File: config.mk
export PLATFORM = sky130hd
export DESIGN_NAME = byte_serial_add_ctrl
export DESIGN_NICKNAME = d
export VERILOG_FILES = /design/src/rtl/byte_serial_add_ctrl_pkg.sv /design/src/rtl/add_byte_slice.sv /design/src/rtl/byte_serial_add_ctrl.sv
export SDC_FILE = /design/constraint.sdc
export NUM_CORES = 1
export LEC_CHECK = 0
export BUFFER_PORTS_ARGS = -buffer_cell sky130_fd_sc_hd__buf_4
export CAP_MARGIN = 20
export CORE_MARGIN = 2
export CORE_UTILIZATION = 54
export DETAILED_ROUTE_END_ITERATION = 6
export HOLD_SLACK_MARGIN = 0.08
export PLACE_DENSITY = 0.8
export SYNTH_ARGS = -nofsm -noshare
export SYNTH_HDL_FRONTEND = slang
export SYNTH_SLANG_ARGS = --single-unit
File: constraint.sdc
create_clock -name clk -period 5.2 [get_ports clk]
set_input_delay 0.52 -clock clk [delete_from_list [all_inputs] [get_ports clk]]
set_output_delay 0.52 -clock clk [all_outputs]
set_load 0.02 [all_outputs]
File: src/rtl/byte_serial_add_ctrl_pkg.sv
// Shared definitions for the byte-serial add/subtract sequencer.
package byte_serial_add_ctrl_pkg;

  typedef enum logic {
    ST_IDLE = 1'b0,
    ST_RUN  = 1'b1
  } state_t;

  localparam int unsigned BYTE_W = 8;

  // Width of the byte index counter; a single-byte operand still needs one bit.
  function automatic int unsigned idx_width(input int unsigned n);
    return (n <= 1) ? 1 : $clog2(n);
  endfunction

endpackage

File: src/rtl/add_byte_slice.sv
// Combinational 8-bit adder slice with carry in/out and the msb taps used for overflow.
module add_byte_slice
  import byte_serial_add_ctrl_pkg::*;
(
  input  logic [BYTE_W-1:0] a,
  input  logic [BYTE_W-1:0] b,
  input  logic              cin,
  output logic [BYTE_W-1:0] s,
  output logic              cout,
  output logic              a_msb,
  output logic              b_msb,
  output logic              s_msb
);

  logic [BYTE_W:0] sum;

  always_comb begin
    sum   = {1'b0, a} + {1'b0, b} + {{BYTE_W{1'b0}}, cin};
    s     = sum[BYTE_W-1:0];
    cout  = sum[BYTE_W];
    a_msb = a[BYTE_W-1];
    b_msb = b[BYTE_W-1];
    s_msb = sum[BYTE_W-1];
  end

endmodule

File: src/rtl/byte_serial_add_ctrl.sv
// Wide add/subtract sequenced through one 8-bit adder slice, one byte per clock, LSB first.
module byte_serial_add_ctrl
  import byte_serial_add_ctrl_pkg::*;
#(
  parameter  int unsigned NBYTES = 4,
  localparam int unsigned W      = BYTE_W * NBYTES
) (
  input  logic         clk,
  input  logic         reset,
  input  logic         start,
  input  logic         sub,
  input  logic [W-1:0] op_a,
  input  logic [W-1:0] op_b,
  output logic         busy,
  output logic         done,
  output logic [W-1:0] result,
  output logic         cout,
  output logic         ovf,
  output logic         zero
);

  localparam int unsigned IW = idx_width(NBYTES);

  state_t            state;
  logic [W-1:0]      a_q;
  logic [W-1:0]      b_q;
  logic [IW-1:0]     idx;
  logic              carry;
  logic              zacc;
  logic [BYTE_W-1:0] a_byte;
  logic [BYTE_W-1:0] b_byte;
  logic [BYTE_W-1:0] s_byte;
  logic              s_cout;
  logic              a_msb;
  logic              b_msb;
  logic              s_msb;
  logic              last;

  always_comb begin
    a_byte = a_q[idx*BYTE_W +: BYTE_W];
    b_byte = b_q[idx*BYTE_W +: BYTE_W];
    last   = (idx == IW'(NBYTES - 1));
  end

  add_byte_slice u_slice (
    .a     (a_byte),
    .b     (b_byte),
    .cin   (carry),
    .s     (s_byte),
    .cout  (s_cout),
    .a_msb (a_msb),
    .b_msb (b_msb),
    .s_msb (s_msb)
  );

  always_ff @(posedge clk) begin
    if (reset) begin
      state  <= ST_IDLE;
      a_q    <= '0;
      b_q    <= '0;
      idx    <= '0;
      carry  <= 1'b0;
      zacc   <= 1'b0;
      busy   <= 1'b0;
      done   <= 1'b0;
      result <= '0;
      cout   <= 1'b0;
      ovf    <= 1'b0;
      zero   <= 1'b0;
    end else begin
      done <= 1'b0;
      case (state)
        ST_IDLE: begin
          if (start) begin
            // Subtraction is A + ~B + 1: invert B once here and seed the carry.
            a_q   <= op_a;
            b_q   <= sub ? ~op_b : op_b;
            carry <= sub;
            idx   <= '0;
            zacc  <= 1'b1;
            busy  <= 1'b1;
            state <= ST_RUN;
          end
        end
        ST_RUN: begin
          result[idx*BYTE_W +: BYTE_W] <= s_byte;
          carry <= s_cout;
          idx   <= idx + 1'b1;
          zacc  <= zacc & (s_byte == '0);
          if (last) begin
            cout  <= s_cout;
            ovf   <= (a_msb == b_msb) && (s_msb != a_msb);
            zero  <= zacc && (s_byte == '0);
            done  <= 1'b1;
            busy  <= 1'b0;
            state <= ST_IDLE;
          end
        end
      endcase
    end
  end

endmodule

==> results of run 1 <==
==> metal layers <==
| layer | share of wire | up-vias |
|---|---|---|
| met5 | 0 | - |
| met4 | 0.0093 | 0 |
| met3 | 0.048 | 9 |
| met2 | 0.50 | 126 |
| met1 | 0.45 | 1886 |
| li1 | - | 1942 |
==> worst max-delay path: stages (launching register included) <==
cell     delay (ns)
dfxtp_1        0.78
mux4_2         0.61
fa_1           0.46
fa_1           0.43
a21o_2         0.22
a41oi_1        0.29
xnor2_1        0.21
or4_4          0.59
o31ai_2        0.17
==> kinds of logic (layout without fill, tap and decap cells) <==
family / count (synthesis) / after routing / synth area share
multiplexers: 17 / 17 / 0.0783
AO/OA/AOI/OAI: 121 / 121 / 0.178
flip-flops: 106 / 106 / 0.449
XOR/XNOR: 36 / 36 / 0.0667
AND/OR/NAND/NOR: 168 / 168 / 0.151
buffers and inverters: 42 / 129 / 0.0354
adder cells (fa/ha/maj): 15 / 15 / 0.0429
==> cells in the mapped netlist (5+ instances only) <==
cell type	n
inv_1	5
a22oi_1	32
ha_1	13
mux4_2	16
buf_1	5
dfxtp_1	106
a21oi_1	39
nand2_1	74
nor2_1	72
clkbuf_1	29
xnor2_1	34
a211oi_1	34
==> sequential cells by signal, indices dropped and copies added (netlist names) <==
name and flops:
result 32, zacc 1, b_q 32, zero 1, done 1, cout 1
carry 1, busy 1, idx 2, a_q 32, state 1, ovf 1
==> area by class of cell <==
| class | count | area, um2 | share of cell area |
|---|---|---|---|
| Multi-Input combinational cell | 357 | 2450 | 0.427 |
| Sequential cell | 106 | 2120 | 0.370 |
| Timing Repair Buffer | 109 | 823 | 0.144 |
| Clock buffer | 13 | 149 | 0.0260 |
| Tap cell | 108 | 135 | 0.0236 |
| Clock inverter | 2 | 37.5 | 0.00655 |
| Inverter | 5 | 18.8 | 0.00327 |
==> power by group through the flow <==
| stage | clock network (mW) | logic, mW | registers [mW] |
|---|---|---|---|
| floorplan | 0 | 0.207 | 0.893 |
| global placement | 0 | 0.295 | 0.900 |
| detailed placement | 0 | 0.302 | 0.901 |
| CTS | 0.494 | 0.303 | 0.883 |
| global route | 0.529 | 0.334 | 0.889 |
| finish | 0.489 | 0.305 | 0.883 |
==> final timing paths <==
path              startpoint       to  cells after the start
hold / removal      op_a[18]  a_q[18]                      3
setup reg to reg      idx[0]     zero                      8
hold reg to reg      a_q[11]  a_q[11]                      2
setup / recovery      idx[0]     zero                      8
==> results.cfg, run 1 <==
[status]
outcome = finished, final reports clean

[floorplan]
rows = 34
die_y_um = 97.6
core_area_um2 = 8590
dieArea_um2 = 9520
io_pins = 105
start_util = 0.550
die_w_um = 97.6

[final_layout]
design_area_um2 = 5730
final_util = 0.667
syn_to_final_growth_pct = 21.2
final_common_cell = buf_4
n_antenna_cell = 0
nNetsFinal = 671
fin_cells = 700
drive_gt1_frac = 0.248
fillers = 722
layout_common_cells = buf_4, dfxtp_1, nand2_1, nor2_1, a21oi_1

[pwr]
power.internal_mw = 1.22
vdd_ir_drop_max_uv = 146
p_leak_nw = 2.26
p_comb_frac = 0.182
switching_share = 0.269
powerDensity_nw_per_um2 = 292
seq_power_share = 0.527
p_switching_mw = 0.452
power.share.clock = 0.292
finalPower_mw = 1.68

[placement]
io_buffers = 104
pre_cts_ws_ns = 1.35
post-dp-hpwl_um = 7920
dp.cells = 684
placed_area_um2 = 5530
gp_congestion = 0.849

[routing]
drtAntennaViolNets = 0
wl_um = 11000
drcViolationCount = 0
vias = 3963
routedWlPerCell_um = 15.7
drtIter0Drc = 200
drt_pass1_iterations = 5
vias_per_cell = 5.66

[timing]
worst_hold_slack_ns = 0.414
rsz0062_at_grt = no
fin_skew_ns = 0.0135
fin_crit_sh = 0.739
setup_slack_ns = 1.36
worst_pin_slew_ns = 1.06
post-route-min-period_ns = 3.84
hold_viol = 0
max_freq_mhz = 260
finalSetupViolCount = 0
relSlewSlack = 0.291
setup_tns_ns = 0
drv_slew = 0

[setup_path]
crit_path_end_kind = register
cp_max_fo = 12
cp-start-kind = register
worstPathRequired_ns = 5.47
r2r_slack_ns = 1.36
criticalPathCategory = register to register
cp.arrival_ns = 4.12

[synthesis]
synthCells = 505
syn_area_um2 = 4730
synth_edf_count = 0
ys_async_sr_fraction = 0
ys_ff_latch = 106
synth_top_cell_area_share = 0.449
synth_area_leaders = dfxtp_1, mux4_2, xnor2_1
synthesis.nets = 588
yosys.area.top_type = dfxtp_1
synth_flop_cell = dfxtp_1
synth_cell_types = 41
yosys_warnings = 0
avgSynthCellArea_um2 = 9.37
yosysSeqAreaShare = 0.449

[grt]
antenna_found_initial = 0
grt_pass1_wl_um = 18500
grt.met2_usage = 0.395
grt_max_degree = 107
groute.usage.overall = 0.237
busiest_layer = met2
grt_pass1_vias = 3921
grtUsageMet1 = 0.326
gr-total-overflow = 0
groute.layer.met3.usage = 0.0331

[clock_tree]
cts.sinks = 106
cts_buffers = 9
tritoncts = built
htree_levels = 3
clk-insertion-delay-late_ns = 0.35
cts_hold_buffers = 0
post_cts_buffers = 0
cts_buffer_depth = 2
root_buffer = clkbuf_8
cts.repair.resized = 0
clk_pin_slew_ns = 0.09

[min_path]
hold_class = input port to register

[job]
drv_cap = 0
Power figures use the tool's default switching activity.
==> inputs of run 2 (changes only) <==
==> constraint.sdc (replaced) <==
create_clock -name clk -period 4 [get_ports clk]
set_input_delay 0.4 -clock clk [delete_from_list [all_inputs] [get_ports clk]]
set_output_delay 0.4 -clock clk [all_outputs]
set_load 0.02 [all_outputs]
==> results.cfg, run 2 (synthesized netlist as in run 1, its figures left out) <==
[setup_path]
r2r-end = zero
ff2ff_path_depth = 8
r2r_slack_ns = 0.58
crit_path_end_kind = register
cp.arrival_ns = 3.71
cp-start-kind = register
cp_max_fo = 5
worstPathRequired_ns = 4.29
reg2reg_from = idx[0]
criticalPathCategory = register to register

[min_path]
hold_class = input port to register
hold_end = a_q[12]
hold_path.startpoint = op_a[12]
min_path_cells = 3

[final_layout]
fillers = 715
syn_to_final_growth_pct = 21.5
final_util = 0.669
nNetsFinal = 674
final_common_cell = buf_4
drive_gt1_frac = 0.257
layout_common_cells = buf_4, dfxtp_1, nand2_1, nor2_1, a21oi_1
fin_cells = 704
reg_top3 = a_q x32, b_q x32, result x32
n_antenna_cell = 0

[placement]
pre_cts_ws_ns = 0.618
post-dp-hpwl_um = 7840
io_buffers = 104
dp.cells = 686
gp_congestion = 0.768

[clock_tree]
cts_buffers = 9
clk_pin_slew_ns = 0.10
post_cts_buffers = 0
cts.sinks = 106
root_buffer = clkbuf_8
cts.repair.resized = 0
cts_hold_buffers = 0
clk-insertion-delay-late_ns = 0.37
tritoncts = built
cts_buffer_depth = 2
htree_levels = 3

[routing]
vias = 3921
wl_um = 10700
vias_per_cell = 5.57
drtIter0Drc = 266
drcViolationCount = 0
drtAntennaViolNets = 0
drt_pass1_iterations = 5
routedWlPerCell_um = 15.3

[timing]
relSlewSlack = 0.310
hold_viol = 0
worst_hold_slack_ns = 0.268
setup_slack_ns = 0.582
setup_tns_ns = 0
fin_skew_ns = 0.0146
drv_slew = 0
max_freq_mhz = 293
fin_crit_sh = 0.854
rsz0062_at_grt = no
post-route-min-period_ns = 3.42
worst_pin_slew_ns = 1.04
finalSetupViolCount = 0

[grt]
grt_max_degree = 107
antenna_found_initial = 0
grt_pass1_wl_um = 17700
gr-total-overflow = 0
groute.usage.overall = 0.227
grt_pass1_vias = 3725

[status]
outcome = finished, final reports clean

[floorplan]
start_util = 0.550
die_y_um = 97.6
io_pins = 105
core_area_um2 = 8590
dieArea_um2 = 9520
die_w_um = 97.6
rows = 34

[pwr]
powerDensity_nw_per_um2 = 375
p_leak_nw = 2.27
vdd_ir_drop_max_uv = 188

[job]
drv_cap = 0
[run 2: changes by cell type in the layout (fill, tap and decap cells not counted)]
| cell | change |
|---|---|
| clkbuf_1 | -2 |
| buf_4 | +3 |
| bufinv_16 | -1 |
| inv_6 | +1 |
| clkbuf_2 | +1 |
| buf_2 | -1 |
| clkinvlp_4 | +1 |
| clkinv_2 | +1 |
| clkinv_4 | +1 |
[run 2: how the worst max path moves through the flow]
stage | start | end | slack (ns) | depth (start not counted)
4_1_cts | idx[0] | zero | 0.59 | 8
3_5_place_dp | idx[0] | zero | 0.62 | 8
3_3_place_gp | idx[0] | zero | 0.67 | 8
5_1_grt | idx[0] | zero | 0.36 | 8
2_1_floorplan | idx[1] | zero | 0.29 | 10
6_report | idx[0] | zero | 0.58 | 8
[run 2: cell type report]
type	count	area (um2)	share of cell area
Multi-Input combinational cell	357	2450	0.426
Sequential cell	106	2120	0.369
Timing Repair Buffer	112	846	0.147
Clock buffer	11	141	0.0246
Tap cell	108	135	0.0235
Clock inverter	5	37.5	0.00653
Inverter	5	18.8	0.00327
[run 2: through the flow]
step | cell area, um2 | total power, mW
global route | 5750 | 2.25
global placement | 5550 | 1.56
finish | 5750 | 2.16
floorplan | 4730 | 1.43
detailed placement | 5550 | 1.57
CTS | 5730 | 2.16
[run 2: layer usage]
layer,part of all wire,vias up,GRT usage
li1,-,1950,-
met1,0.44,1857,0.304
met2,0.50,97,0.376
met3,0.045,17,0.0338
met4,0.015,0,0.0759
met5,0,-,0
[run 2: critical path: stages (launching register included)]
cell and delay, ns:
dfxtp_1 0.44, mux4_2 0.55, fa_1 0.46, fa_1 0.41, a21o_2 0.21, a41oi_1 0.28
xnor2_1 0.22, or4_4 0.59, o31ai_2 0.17
[run 2: where the power goes]
part	internal, mW	total, mW	leakage (nW)	switching (mW)
logic	0.180	0.406	1.31	0.226
registers	1.11	1.14	0.868	0.0331
clock network	0.246	0.607	0.0859	0.361
total	1.54	2.16	2.27	0.621
